## src/rtl/cdc_pkg.sv

```systemverilog
// rtl/cdc_pkg.sv - shared types for the toggle-handshake CDC ALU source/receiver pair
package cdc_pkg;

  typedef enum logic [1:0] {
    ADD = 2'd0,
    MUL = 2'd1,
    SUB = 2'd2,
    MAX = 2'd3
  } alu_mode_e;

  typedef enum logic [1:0] {
    IDLE    = 2'd0,
    COMPUTE = 2'd1,
    OUT     = 2'd2
  } rx_state_e;

endpackage

```

## src/rtl/sync_nstage.sv

```systemverilog
// rtl/sync_nstage.sv - parametrised multi-flop synchroniser for a single asynchronous bit
module sync_nstage #(
  parameter int STAGES = 2
) (
  input  logic clk,
  input  logic rst_n,
  input  logic d,
  output logic q
);

  logic [STAGES-1:0] r_sync;

  always_ff @(posedge clk or negedge rst_n) begin
    if (!rst_n) begin
      r_sync <= '0;
    end else begin
      r_sync <= {r_sync[STAGES-2:0], d};
    end
  end

  assign q = r_sync[STAGES-1];

endmodule

```

## src/rtl/cdc_hs_alu_rx.sv

```systemverilog
// rtl/cdc_hs_alu_rx.sv - toggle-handshake CDC receiver with a four-mode ALU and valid/ready result port
module cdc_hs_alu_rx
  import cdc_pkg::*;
#(
  parameter int WIDTH       = 4,
  parameter int SYNC_STAGES = 2
) (
  input  logic                 clk,
  input  logic                 rst_n,
  input  logic                 req_tgl,
  input  logic [WIDTH-1:0]     in_a,
  input  logic [WIDTH-1:0]     in_b,
  input  logic [1:0]           mode,
  output logic                 ack_tgl,
  output logic                 out_valid,
  input  logic                 out_ready,
  output logic [2*WIDTH-1:0]   out,
  output logic                 busy,
  output logic                 proto_err
);

  localparam int OUT_W = 2 * WIDTH;

  rx_state_e        r_state;
  rx_state_e        w_state_nxt;
  logic             w_req_sync;
  logic             r_req_prev;
  logic             w_req_evt;
  logic             w_capture;
  logic             w_compute;
  logic             w_handshake;
  logic [WIDTH-1:0] r_a;
  logic [WIDTH-1:0] r_b;
  alu_mode_e        r_mode;
  logic [OUT_W-1:0] r_out;
  logic             r_out_valid;
  logic             r_ack;
  logic             r_perr;

  function automatic logic [OUT_W-1:0] alu_f(
    input logic [WIDTH-1:0] a,
    input logic [WIDTH-1:0] b,
    input alu_mode_e        m
  );
    logic [OUT_W-1:0] ea;
    logic [OUT_W-1:0] eb;
    logic [OUT_W-1:0] res;
    ea = {{WIDTH{1'b0}}, a};
    eb = {{WIDTH{1'b0}}, b};
    case (m)
      ADD:     res = ea + eb;
      MUL:     res = ea * eb;
      SUB:     res = ea - eb;
      MAX:     res = (a > b) ? ea : eb;
      default: res = '0;
    endcase
    return res;
  endfunction

  sync_nstage #(
    .STAGES(SYNC_STAGES)
  ) u_req_sync (
    .clk  (clk),
    .rst_n(rst_n),
    .d    (req_tgl),
    .q    (w_req_sync)
  );

  assign w_req_evt = w_req_sync ^ r_req_prev;

  always_ff @(posedge clk or negedge rst_n) begin
    if (!rst_n) begin
      r_state    <= IDLE;
      r_req_prev <= 1'b0;
    end else begin
      r_state    <= w_state_nxt;
      r_req_prev <= w_req_sync;
    end
  end

  always_comb begin
    w_state_nxt = r_state;
    w_capture   = 1'b0;
    w_compute   = 1'b0;
    w_handshake = 1'b0;
    case (r_state)
      IDLE: begin
        if (w_req_evt) begin
          w_capture   = 1'b1;
          w_state_nxt = COMPUTE;
        end
      end
      COMPUTE: begin
        w_compute   = 1'b1;
        w_state_nxt = OUT;
      end
      OUT: begin
        if (r_out_valid && out_ready) begin
          w_handshake = 1'b1;
          w_state_nxt = IDLE;
        end
      end
      default: w_state_nxt = IDLE;
    endcase
  end

  // Operands are only trusted at capture: the source holds them stable until it sees the ack.
  always_ff @(posedge clk or negedge rst_n) begin
    if (!rst_n) begin
      r_a    <= '0;
      r_b    <= '0;
      r_mode <= ADD;
    end else if (w_capture) begin
      r_a    <= in_a;
      r_b    <= in_b;
      r_mode <= alu_mode_e'(mode);
    end
  end

  always_ff @(posedge clk or negedge rst_n) begin
    if (!rst_n) begin
      r_out       <= '0;
      r_out_valid <= 1'b0;
      r_ack       <= 1'b0;
    end else if (w_compute) begin
      r_out       <= alu_f(r_a, r_b, r_mode);
      r_out_valid <= 1'b1;
    end else if (w_handshake) begin
      r_out       <= '0;
      r_out_valid <= 1'b0;
      r_ack       <= ~r_ack;
    end
  end

  // A request arriving while a transaction is in flight is dropped and flagged until reset.
  always_ff @(posedge clk or negedge rst_n) begin
    if (!rst_n) begin
      r_perr <= 1'b0;
    end else if (w_req_evt && (r_state != IDLE)) begin
      r_perr <= 1'b1;
    end
  end

  assign out       = r_out;
  assign out_valid = r_out_valid;
  assign ack_tgl   = r_ack;
  assign proto_err = r_perr;
  assign busy      = (r_state != IDLE);

endmodule

```

## config.mk

```make
export PLATFORM = sky130hd
export DESIGN_NAME = cdc_hs_alu_rx
export DESIGN_NICKNAME = d
export VERILOG_FILES = /design/src/rtl/cdc_pkg.sv /design/src/rtl/sync_nstage.sv /design/src/rtl/cdc_hs_alu_rx.sv
export SDC_FILE = /design/constraint.sdc
export NUM_CORES = 1
export LEC_CHECK = 0
export CAP_MARGIN = 20
export CORE_MARGIN = 4
export CORE_UTILIZATION = 39
export DETAILED_ROUTE_END_ITERATION = 10
export GPL_TIMING_DRIVEN = 0
export MAX_ROUTING_LAYER = met4
export SLEW_MARGIN = 20
export SYNTH_ARGS = -nofsm -noshare
export SYNTH_HDL_FRONTEND = slang
export SYNTH_SLANG_ARGS = --single-unit
```

## constraint.sdc

```tcl
create_clock -name clk -period 3.4 [get_ports clk]
set_clock_uncertainty 0.05 [all_clocks]
set_input_delay 0.68 -clock clk [delete_from_list [all_inputs] [get_ports clk]]
set_output_delay 0.68 -clock clk [all_outputs]
set_load 0.02 [all_outputs]
```

==> results.json <==
{
  "cts_setup_buffers": 0,
  "reg2regPathDepth": 10,
  "slew_viol_final": 0,
  "fin_cells": 279,
  "start_util": 0.4155,
  "setup-violations-final": 0,
  "cts_buffer_depth": 2,
  "timing.slew.headroom": 0.6198,
  "numCtsBuffers": 3,
  "pwr_density_cell_mw_per_mm2": 1005,
  "antenna_found_initial": 0,
  "area_delta_synth_final_pct": 20.52,
  "clkTransAtPathRegs_ns": 0.10,
  "first_pass_iters": 4,
  "fin_nets": 268,
  "period_needed_ns": 3.145,
  "rsz0062_at_grt": "false",
  "grt_usage": 0.1478,
  "routedWlPerCell_um": 14.53,
  "gr-usage-met1": 0.1941,
  "use_met2": 0.2422,
  "diodes": 0,
  "io_buffers": 25,
  "cts_root_buf": "clkbuf_8",
  "drt-total-wl_um": 4054,
  "rows": 24,
  "die-area_mm2": 0.005936,
  "crit_required_ns": 3.52,
  "synth_edf_count": 0,
  "drive_gt1_frac": 0.07489,
  "worstMarginPinSlew_ns": 0.5703,
  "grt_pass1_wl_um": 6900,
  "hold_violations": 0,
  "grt_max_degree": 27,
  "grt_busiest_layer": "met2",
  "synth_commonest_cells": "nand2_1, dfrtp_1, ha_1",
  "dp_slack_ns": 0.2236,
  "start_kind": "register",
  "grt_overflow": 0,
  "netlist_area_mm2": 0.001859,
  "crit_path_end": "out[7]",
  "critPathTopFamily": "adder cells",
  "path_buf_inv": 1,
  "worstPathCellList": "nand2_1 > fa_1 > inv_1 > fa_1 > ha_1 > a211oi_2 > o21bai_1 > a21oi_2 > xnor2_1 > a221o_1",
  "cts.repair.resized": 0,
  "crit_type": "reg -> reg",
  "r2r_slack_ns": 0.25,
  "synthCells": 198,
  "synth_area_per_cell_um2": 9.390,
  "crit_cells": 10,
  "ys_seq_area_frac": 0.3499,
  "synth-seq-cells": 26,
  "p_leak_uw": 0.001063,
  "io_pins": 26,
  "p_total_uw": 2252,
  "ys_warn_count": 0,
  "critPathCaptureType": "register",
  "r2r-end": "out[7]",
  "ir_worst_vdd_uv": 419.3,
  "setup_slack_ns": 0.2548,
  "drtIter0Drc": 54,
  "hold_buffers": 0,
  "cp_max_fo": 9,
  "crit_path_start": "r_a[1]",
  "tns_ns": 0,
  "routed_via_density": 5.240,
  "core_area_mm2": 0.004474,
  "drv_cap": 0,
  "gp_congestion": 0.8886,
  "worstSkewPairLatency_ns": 0.27,
  "synth_fp_nets": 238,
  "crit_path_frequent_cell": "fa_1",
  "status": "finished, final reports clean",
  "htreeDepth": 1,
  "fmax_mhz": 317.9,
  "holdCritPathClass": "reg -> reg",
  "ant_nets": 0,
  "clock-sinks": 26,
  "die_h_um": 77.05,
  "r2r_start": "r_a[1]",
  "place.detailed.hpwl_um": 3196,
  "synth_most_common_cell": "nand2_1",
  "async_flop_share": 1.000,
  "drc_errors": 0,
  "period_share": 0.9251,
  "yosys.area.top_type_share": 0.3499,
  "grt_use_met3": 0.02108,
  "synth.distinct_cells": 40,
  "num_vias": 1462,
  "arrival_ns": 3.26,
  "ys.flop_type": "dfrtp_1",
  "die_x_um": 77.05,
  "placedCellCount": 275,
  "cts_tree": "yes",
  "crit_path_top_delay_cell": "dfrtp_1",
  "yosys.area.top_type": "dfrtp_1",
  "grt_pass1_vias": 1469,
  "worst_path_largest_cell_delay_ns": 0.57,
  "synthTopCellsByArea": "dfrtp_1, ha_1, fa_1"
}
## worst min path at each step
stage / from / to / depth (start not counted)
after detailed placement: u_req_sync.r_sync[0] / u_req_sync.r_sync[1] / 0
after global routing: u_req_sync.r_sync[0] / u_req_sync.r_sync[1] / 0
final: u_req_sync.r_sync[0] / u_req_sync.r_sync[1] / 0
after global placement: u_req_sync.r_sync[0] / u_req_sync.r_sync[1] / 0
after floorplan: u_req_sync.r_sync[0] / u_req_sync.r_sync[1] / 0
after CTS: u_req_sync.r_sync[0] / u_req_sync.r_sync[1] / 0
## registers in the layout, indices dropped and copies added (netlist names)
signal / cells
u_req_sync.r_sync: 2
r_state: 2
r_mode: 2
out: 8
r_b: 4
r_a: 4
out_valid: 1
ack_tgl: 1
proto_err: 1
r_req_prev: 1
## layout by cell type, fill, tap and decap left out, types with 5 or more instances in the layout
cell,instances
a21oi_1,8
and2_1,7
clkdlybuf4s50_1,24
dfrtp_1,26
fa_1,6
ha_1,20
inv_1,16
mux2i_1,5
nand2_1,28
nand2b_1,5
nor2_1,7
o21ai_0,19
xnor2_1,5
## logic make-up after synthesis
logic type / after synthesis / share of synthesized area
multiplexers: 5 / 0.02692
buffers and inverters: 22 / 0.04710
AO/OA/AOI/OAI: 53 / 0.1965
XOR/XNOR: 6 / 0.02826
adder cells (fa/ha/maj): 26 / 0.1992
AND/OR/NAND/NOR: 60 / 0.1521
flip-flops: 26 / 0.3499
## through the flow
| stage | util | instance area, um2 | hold WS (ns) |
|---|---|---|---|
| 2_1_floorplan | - | 1859 | 0.2812 |
| 3_3_place_gp | 0.4860 | 2175 | 0.2841 |
| 3_5_place_dp | 0.4849 | 2170 | 0.2879 |
| 4_1_cts | 0.5008 | 2241 | 0.3111 |
| 5_1_grt | 0.5008 | 2241 | 0.3291 |
| 6_report | 0.5008 | 2241 | 0.3073 |
## per-layer routing
metal / part of all wire / up-vias
li1: - / 747
met1: 0.50 / 686
met2: 0.46 / 25
met3: 0.027 / 4
met4: 0.013 / 0
met5: 0 / -
## layout make-up
cell class,instances,area [um2]
repair buffers,25,245.2
multi-input cells,150,1121
inverters,16,60.06
plain buffers,6,27.53
fillers,443,2233
well taps,52,65.06
flip-flops and latches,26,650.6
clock inverters,1,30.03
clock buffers,3,41.29
## power breakdown
group	leakage (uW)	switching, uW	internal [uW]
Clock	0.0000357	105	158
Sequential	0.000320	158	426
Combinational	0.000707	787	618
No activity file was read; power rests on OpenSTA's default activity.
